File: src/rtl/uart_req_sched_if.sv
// Request/command bundle between two requesters, the scheduler and the UART memory engine.
// The scheduler connects through the slave modport; the environment drives the master side.
interface uart_req_sched_if #(
    parameter int AddrWidth = 32,
    parameter int LenWidth  = 8,
    parameter int IdWidth   = 4
);
    logic                 rd_req_valid_i;
    logic                 rd_req_ready_o;
    logic [AddrWidth-1:0] rd_req_addr_i;
    logic [LenWidth-1:0]  rd_req_len_i;
    logic [2:0]           rd_req_size_i;
    logic [IdWidth-1:0]   rd_req_id_i;

    logic                 wr_req_valid_i;
    logic                 wr_req_ready_o;
    logic [AddrWidth-1:0] wr_req_addr_i;
    logic [LenWidth-1:0]  wr_req_len_i;
    logic [2:0]           wr_req_size_i;
    logic [IdWidth-1:0]   wr_req_id_i;

    logic                 cmd_valid_o;
    logic                 cmd_ready_i;
    logic                 cmd_op_o;
    logic [AddrWidth-1:0] cmd_addr_o;
    logic [LenWidth-1:0]  cmd_len_o;
    logic [2:0]           cmd_size_o;
    logic [IdWidth-1:0]   cmd_id_o;

    logic                 rd_done_i;
    logic                 wr_done_i;
    logic                 busy_o;
    logic                 timeout_o;

    modport master (
        output rd_req_valid_i, rd_req_addr_i, rd_req_len_i, rd_req_size_i, rd_req_id_i,
        output wr_req_valid_i, wr_req_addr_i, wr_req_len_i, wr_req_size_i, wr_req_id_i,
        output cmd_ready_i, rd_done_i, wr_done_i,
        input  rd_req_ready_o, wr_req_ready_o,
        input  cmd_valid_o, cmd_op_o, cmd_addr_o, cmd_len_o, cmd_size_o, cmd_id_o,
        input  busy_o, timeout_o
    );

    modport slave (
        input  rd_req_valid_i, rd_req_addr_i, rd_req_len_i, rd_req_size_i, rd_req_id_i,
        input  wr_req_valid_i, wr_req_addr_i, wr_req_len_i, wr_req_size_i, wr_req_id_i,
        input  cmd_ready_i, rd_done_i, wr_done_i,
        output rd_req_ready_o, wr_req_ready_o,
        output cmd_valid_o, cmd_op_o, cmd_addr_o, cmd_len_o, cmd_size_o, cmd_id_o,
        output busy_o, timeout_o
    );
endinterface

File: src/rtl/uart_req_sched.sv
// Round-robin read/write request scheduler with a single outstanding command and a
// WAIT_DONE watchdog that aborts a command whose completion never arrives.
module uart_req_sched #(
    parameter int AddrWidth     = 32,
    parameter int LenWidth      = 8,
    parameter int IdWidth       = 4,
    parameter int TimeoutCycles = 1048576
) (
    input  logic            clk_i,
    input  logic            reset_i,
    uart_req_sched_if.slave bus
);
    localparam int                CntWidth = $clog2(TimeoutCycles + 1);
    localparam logic [CntWidth-1:0] CntLast = CntWidth'(TimeoutCycles - 1);

    typedef enum logic [1:0] {
        StIdle,
        StIssue,
        StWaitDone
    } state_t;

    state_t               r_state;
    state_t               w_state_next;
    logic                 r_prio;
    logic                 r_cmd_op;
    logic [AddrWidth-1:0] r_cmd_addr;
    logic [LenWidth-1:0]  r_cmd_len;
    logic [2:0]           r_cmd_size;
    logic [IdWidth-1:0]   r_cmd_id;
    logic [CntWidth-1:0]  r_cnt;

    logic w_grant_rd;
    logic w_grant_wr;
    logic w_done_match;
    logic w_cnt_last;
    logic w_rd_ready;
    logic w_wr_ready;
    logic w_cmd_valid;
    logic w_timeout;
    logic w_finish;

    // r_prio breaks ties only; a lone requester always wins, and the two grants are exclusive.
    assign w_grant_rd   = bus.rd_req_valid_i && (!bus.wr_req_valid_i || !r_prio);
    assign w_grant_wr   = bus.wr_req_valid_i && (!bus.rd_req_valid_i ||  r_prio);
    assign w_done_match = r_cmd_op ? bus.wr_done_i : bus.rd_done_i;
    assign w_cnt_last   = (r_cnt == CntLast);

    always_ff @(posedge clk_i or posedge reset_i) begin
        if (reset_i) begin
            r_state <= StIdle;
        end else begin
            r_state <= w_state_next;
        end
    end

    always_comb begin
        w_state_next = r_state;
        w_rd_ready   = 1'b0;
        w_wr_ready   = 1'b0;
        w_cmd_valid  = 1'b0;
        w_timeout    = 1'b0;
        w_finish     = 1'b0;
        case (r_state)
            StIdle: begin
                w_rd_ready = w_grant_rd;
                w_wr_ready = w_grant_wr;
                if (w_grant_rd || w_grant_wr) begin
                    w_state_next = StIssue;
                end
            end
            StIssue: begin
                w_cmd_valid = 1'b1;
                if (bus.cmd_ready_i) begin
                    w_state_next = StWaitDone;
                end
            end
            StWaitDone: begin
                // A matching done on the terminal count wins over the timeout.
                if (w_done_match) begin
                    w_finish     = 1'b1;
                    w_state_next = StIdle;
                end else if (w_cnt_last) begin
                    w_timeout    = 1'b1;
                    w_finish     = 1'b1;
                    w_state_next = StIdle;
                end
            end
            default: begin
                w_state_next = StIdle;
            end
        endcase
    end

    always_ff @(posedge clk_i or posedge reset_i) begin
        if (reset_i) begin
            r_prio     <= 1'b0;
            r_cmd_op   <= 1'b0;
            r_cmd_addr <= '0;
            r_cmd_len  <= '0;
            r_cmd_size <= '0;
            r_cmd_id   <= '0;
            r_cnt      <= '0;
        end else begin
            if (w_rd_ready) begin
                r_cmd_op   <= 1'b0;
                r_cmd_addr <= bus.rd_req_addr_i;
                r_cmd_len  <= bus.rd_req_len_i;
                r_cmd_size <= bus.rd_req_size_i;
                r_cmd_id   <= bus.rd_req_id_i;
            end else if (w_wr_ready) begin
                r_cmd_op   <= 1'b1;
                r_cmd_addr <= bus.wr_req_addr_i;
                r_cmd_len  <= bus.wr_req_len_i;
                r_cmd_size <= bus.wr_req_size_i;
                r_cmd_id   <= bus.wr_req_id_i;
            end
            if (w_finish) begin
                r_prio <= ~r_cmd_op;
            end
            // Cleared on entry to WAIT_DONE, saturating so it can never wrap.
            if (r_state == StIssue && bus.cmd_ready_i) begin
                r_cnt <= '0;
            end else if (r_state == StWaitDone && !w_cnt_last) begin
                r_cnt <= r_cnt + CntWidth'(1);
            end
        end
    end

    assign bus.rd_req_ready_o = w_rd_ready;
    assign bus.wr_req_ready_o = w_wr_ready;
    assign bus.cmd_valid_o    = w_cmd_valid;
    assign bus.cmd_op_o       = r_cmd_op;
    assign bus.cmd_addr_o     = r_cmd_addr;
    assign bus.cmd_len_o      = r_cmd_len;
    assign bus.cmd_size_o     = r_cmd_size;
    assign bus.cmd_id_o       = r_cmd_id;
    assign bus.busy_o         = (r_state != StIdle);
    assign bus.timeout_o      = w_timeout;
endmodule

File: src/flat_wrapper.sv
// flat-port wrapper written by rule: the top's interface ports become plain ports
module uart_req_sched_flat 
#(
    parameter int AddrWidth     = 32,
    parameter int LenWidth      = 8,
    parameter int IdWidth       = 4,
    parameter int TimeoutCycles = 1048576
)
  (clk_i, reset_i, bus_rd_req_valid_i, bus_rd_req_addr_i, bus_rd_req_len_i, bus_rd_req_size_i, bus_rd_req_id_i, bus_wr_req_valid_i, bus_wr_req_addr_i, bus_wr_req_len_i, bus_wr_req_size_i, bus_wr_req_id_i, bus_cmd_ready_i, bus_rd_done_i, bus_wr_done_i, bus_rd_req_ready_o, bus_wr_req_ready_o, bus_cmd_valid_o, bus_cmd_op_o, bus_cmd_addr_o, bus_cmd_len_o, bus_cmd_size_o, bus_cmd_id_o, bus_busy_o, bus_timeout_o);
  uart_req_sched_if #(.AddrWidth(AddrWidth), .LenWidth(LenWidth), .IdWidth(IdWidth)) bus_i ();
  input  logic clk_i;
  input  logic reset_i;
  input wire logic [$bits(bus_i.rd_req_valid_i)-1:0] bus_rd_req_valid_i;
  input wire logic [$bits(bus_i.rd_req_addr_i)-1:0] bus_rd_req_addr_i;
  input wire logic [$bits(bus_i.rd_req_len_i)-1:0] bus_rd_req_len_i;
  input wire logic [$bits(bus_i.rd_req_size_i)-1:0] bus_rd_req_size_i;
  input wire logic [$bits(bus_i.rd_req_id_i)-1:0] bus_rd_req_id_i;
  input wire logic [$bits(bus_i.wr_req_valid_i)-1:0] bus_wr_req_valid_i;
  input wire logic [$bits(bus_i.wr_req_addr_i)-1:0] bus_wr_req_addr_i;
  input wire logic [$bits(bus_i.wr_req_len_i)-1:0] bus_wr_req_len_i;
  input wire logic [$bits(bus_i.wr_req_size_i)-1:0] bus_wr_req_size_i;
  input wire logic [$bits(bus_i.wr_req_id_i)-1:0] bus_wr_req_id_i;
  input wire logic [$bits(bus_i.cmd_ready_i)-1:0] bus_cmd_ready_i;
  input wire logic [$bits(bus_i.rd_done_i)-1:0] bus_rd_done_i;
  input wire logic [$bits(bus_i.wr_done_i)-1:0] bus_wr_done_i;
  output wire logic [$bits(bus_i.rd_req_ready_o)-1:0] bus_rd_req_ready_o;
  output wire logic [$bits(bus_i.wr_req_ready_o)-1:0] bus_wr_req_ready_o;
  output wire logic [$bits(bus_i.cmd_valid_o)-1:0] bus_cmd_valid_o;
  output wire logic [$bits(bus_i.cmd_op_o)-1:0] bus_cmd_op_o;
  output wire logic [$bits(bus_i.cmd_addr_o)-1:0] bus_cmd_addr_o;
  output wire logic [$bits(bus_i.cmd_len_o)-1:0] bus_cmd_len_o;
  output wire logic [$bits(bus_i.cmd_size_o)-1:0] bus_cmd_size_o;
  output wire logic [$bits(bus_i.cmd_id_o)-1:0] bus_cmd_id_o;
  output wire logic [$bits(bus_i.busy_o)-1:0] bus_busy_o;
  output wire logic [$bits(bus_i.timeout_o)-1:0] bus_timeout_o;
  assign bus_i.rd_req_valid_i = bus_rd_req_valid_i;
  assign bus_i.rd_req_addr_i = bus_rd_req_addr_i;
  assign bus_i.rd_req_len_i = bus_rd_req_len_i;
  assign bus_i.rd_req_size_i = bus_rd_req_size_i;
  assign bus_i.rd_req_id_i = bus_rd_req_id_i;
  assign bus_i.wr_req_valid_i = bus_wr_req_valid_i;
  assign bus_i.wr_req_addr_i = bus_wr_req_addr_i;
  assign bus_i.wr_req_len_i = bus_wr_req_len_i;
  assign bus_i.wr_req_size_i = bus_wr_req_size_i;
  assign bus_i.wr_req_id_i = bus_wr_req_id_i;
  assign bus_i.cmd_ready_i = bus_cmd_ready_i;
  assign bus_i.rd_done_i = bus_rd_done_i;
  assign bus_i.wr_done_i = bus_wr_done_i;
  assign bus_rd_req_ready_o = bus_i.rd_req_ready_o;
  assign bus_wr_req_ready_o = bus_i.wr_req_ready_o;
  assign bus_cmd_valid_o = bus_i.cmd_valid_o;
  assign bus_cmd_op_o = bus_i.cmd_op_o;
  assign bus_cmd_addr_o = bus_i.cmd_addr_o;
  assign bus_cmd_len_o = bus_i.cmd_len_o;
  assign bus_cmd_size_o = bus_i.cmd_size_o;
  assign bus_cmd_id_o = bus_i.cmd_id_o;
  assign bus_busy_o = bus_i.busy_o;
  assign bus_timeout_o = bus_i.timeout_o;
  uart_req_sched #(.AddrWidth(AddrWidth), .LenWidth(LenWidth), .IdWidth(IdWidth), .TimeoutCycles(TimeoutCycles)) u_core (.clk_i(clk_i), .reset_i(reset_i), .bus(bus_i));
endmodule
File: config.mk
export PLATFORM = sky130hd
export DESIGN_NAME = uart_req_sched_flat
export DESIGN_NICKNAME = d
export VERILOG_FILES = /design/src/rtl/uart_req_sched_if.sv /design/src/rtl/uart_req_sched.sv /design/src/flat_wrapper.sv
export SDC_FILE = /design/constraint.sdc
export NUM_CORES = 1
export LEC_CHECK = 0
export BUFFER_PORTS_ARGS = -buffer_cell sky130_fd_sc_hd__buf_2
export CAP_MARGIN = 15
export CORE_MARGIN = 4
export CORE_UTILIZATION = 46
export DETAILED_ROUTE_END_ITERATION = 10
export GPL_ROUTABILITY_DRIVEN = 0
export GPL_TIMING_DRIVEN = 0
export HOLD_SLACK_MARGIN = 0.02
export PLACE_DENSITY_LB_ADDON = 0.25
export SETUP_SLACK_MARGIN = 0.15
export SLEW_MARGIN = 20
export SYNTH_ARGS = -nofsm -noshare
export SYNTH_HDL_FRONTEND = slang
export SYNTH_SLANG_ARGS = --single-unit
export TNS_END_PERCENT = 30
File: constraint.sdc
create_clock -name clk_i -period 6.3 [get_ports clk_i]
set_clock_uncertainty 0.2 [all_clocks]
set_input_delay 0.63 -clock clk_i [delete_from_list [all_inputs] [get_ports clk_i]]
set_output_delay 0.63 -clock clk_i [all_outputs]
set_load 0.02 [all_outputs]
==> metrics.md <==
| Metric | Value |
|---|---|
| Met1 Track Usage GR | `0.287` |
| Slew headroom | `0.677` |
| PortBufs | `roughly 150` |
| Final net count | `681` |
| First-pass GRT wire length | `about 17 mm` |
| Most common cell after layout, fill and taps aside | `buf_2` |
| GRT Total Usage | `0.241` |
| Mapped Cells | `413` |
| Mean post-synth cell area | `8.67 µm²` |
| Fmax | `about 340 MHz` |
| Worst EP required | `between 5 and 6 ns` |
| Area of the die | `9260 µm²` |
| Post-Synthesis Net Count | `515` |
| ANT nets after route | `0` |
| Ant. Diodes | `0` |
| Worst R2R Start | `u_core.r_cnt[0]` |
| Startpoint types | `flop` |
| Dpl hpwl | `8.01 mm` |
| Hold WC Path Type | `flop to flop` |
| Final min period | `2.94 ns` |
| Pwr Total | `a little over 2 mW` |
| # Post-CTS Setup Buffers | `0` |
| Pre-CTS WS | `~3.8 ns` |
| Die H | `approximately 96 µm` |
| Clock tree buffer depth | `2` |
| Ys Warns | `0` |
| Post-cts sizing count | `0` |
| Period Utilization, post-route | `0.466` |
| Worst setup path startpoint | `u_core.r_cnt[9]` |
| Sinks on Clock Net | `between 70 and 80` |
| Via count | `~3,700` |
| Max Transition Viols Final | `0` |
| Critical Path Max Stage Delay | `about 0.46 ns` |
| Pleak | `between 2 and 2.5 nW` |
| Seq/Total Area, Yosys | `0.503` |
| Worst slew pin tran | `between 0.4 and 0.5 ns` |
| Layout cells sized above 1 | `0.326` |
| Max cap viols | `0` |
| CP arrival | `2.11 ns` |
| Busiest grt layer | `met2` |
| Post-Route WL | `approximately 11 mm` |
| Clock Pin Slew Worst Setup and Hold Paths | `approximately 0.080 ns` |
| Critical path peak fanout | `10` |
| Vias in the first global route | `3,623` |
| Max rail drop VDD | `0.269 mV` |
| Crit end category | `output port` |
| Ports | `around 150` |
| Die Wd | `between 90 and 100 µm` |
| Hold Fails Final Rpt | `0` |
| Row cnt | `31` |
| Cell area after synthesis | `3580 µm²` |
| WL/cell | `between 15 and 20 µm` |
| Setup TNS | `0 ns` |
| Core area | `~7400 µm²` |
| Flops & latches, synth | `72` |
| Initial antenna violation count | `0` |
| Drt first-iter violations | `between 150 and 200` |
| CTS Buf Count | `9` |
| P per Cell Area | `around 430 nW/µm²` |
| CP max-delay cell | `dfrtp_1` |
| M2 GR Usage | `0.396` |
| Met3 usage | `0.0751` |
| Most frequent CP cell | `buf_2` |
| Drt via density | `roughly 5.4` |
| Status | `finished clean` |
| Synth Flop Type | `dfrtp_1` |
| RSZ-0062 raised after global routing | `no` |
| Ys async rst share | `1.00` |
| Hold_sp | `u_core.r_cnt[15]` |
| Starting Density | `0.483` |
| Final setup fails | `0` |
| Synth unique cells | `39` |
| Clock latency on the worst-skew pair | `~0.34 ns` |
| Remaining DRCs | `0` |
| CTS tree | `done` |
| H-tree Lvls | `3` |
| Final WS setup | `~3.4 ns` |
| Setup Crit Path Kind | `flop to output port` |
| Drt pass-1 iters | `5` |
| Root buf cell | `clkbuf_8` |
| Post-synth EDFFs | `0` |
| Gr ovfl total | `0` |
| Most frequent cells in the layout | `buf_2, nand2_1, dfrtp_1, nor2_1, a31oi_1` |
| CP cell instances | `and4_4, nand4_1, buf_2, nor4_1, buf_2` |
| Largest net degree at the start of global routing | `59` |
| Area Growth Syn to Fin | `30.9%` |
-- through the flow --
step	hold WS [ns]	std cells	utilization	instance area [µm²]
4_1_cts	0.292	681	0.632	4690
5_1_grt	0.297	681	0.632	4690
2_1_floorplan	0.236	413	-	3580
3_5_place_dp	0.276	666	0.607	4500
3_3_place_gp	0.255	665	0.603	4470
6_report	0.283	681	0.632	4690
-- per-layer routing --
layer,up-vias,share of wire
li1,1760,-
met1,1708,0.38
met2,159,0.50
met3,23,0.093
met4,0,0.028
met5,-,0
-- worst paths after layout --
path                                             end  slack, ns  depth (start not counted)
setup reg to reg                    u_core.r_cnt[11]       4.16                          6
min in group asynchronous    u_core.bus.cmd_len_o[2]       0.56                          3
hold / removal                      u_core.r_cnt[15]       0.28                          1
hold reg to reg                     u_core.r_cnt[15]       0.28                          1
setup / recovery                       bus_timeout_o       3.36                          5
max in group asynchronous  u_core.bus.cmd_addr_o[20]       4.79                          4
-- cell usage after synthesis, drive strengths merged, types with 7 or more instances --
library cell	number	share of area
a21oi	10	0.014
and3	8	0.015
nor2	48	0.050
buf	21	0.028
nand2	115	0.12
o21ai	7	0.0098
clkbuf	9	0.0094
nand2b	7	0.012
and4	7	0.019
dfrtp	72	0.50
mux2i	13	0.036
a31oi	47	0.082
-- state kept, by name (all words and copies together) (netlist names) --
name and count:
u_core.bus.cmd_len_o 8, u_core.r_prio 1, u_core.r_cnt 21, u_core.bus.cmd_size_o 3, u_core.bus.cmd_op_o 1, u_core.bus.cmd_id_o 4, u_core.bus.cmd_addr_o 32, u_core.r_state 2
-- worst max-delay path: cells and delay by family (launching register included) --
kind | cells | cell delay [ns]
buf+inv | 2 | 0.49
simple gates | 3 | 0.80
flops | 1 | 0.46
-- cell type report --
type / count / area, µm²
inverters: 5 / 21.3
clock buffers: 10 / 128
multi-input cells: 306 / 1630
plain buffers: 30 / 134
clock inverters: 4 / 47.5
well taps: 99 / 124
flip-flops and latches: 72 / 1800
fillers: 660 / 2720
repair buffers: 155 / 803
-- where the power goes --
group,internal (mW),switching (mW),total [mW]
Sequential,0.636,0.101,0.737
Clock,0.177,0.170,0.347
Combinational,0.320,0.629,0.949
-- repair_timing --
| action | 4_1_cts | 5_1_grt |
|---|---|---|
| hold buffers | 1 | 0 |
| hold endpoints to repair | 13 | 0 |
| setup endpoints to repair | 0 | 0 |
-- cells by family (layout without fill, tap and decap cells) --
logic type	Yosys count	count (layout)	synth area share
muxes	14	14	0.0395
buffers and inverters	35	204	0.0426
AOI/OAI and AO/OA	83	83	0.153
DFF	72	72	0.503
and+or+nand+nor	208	208	0.258
adders and majority gates	1	1	0.00349
No activity file was read; power rests on OpenSTA's default activity.
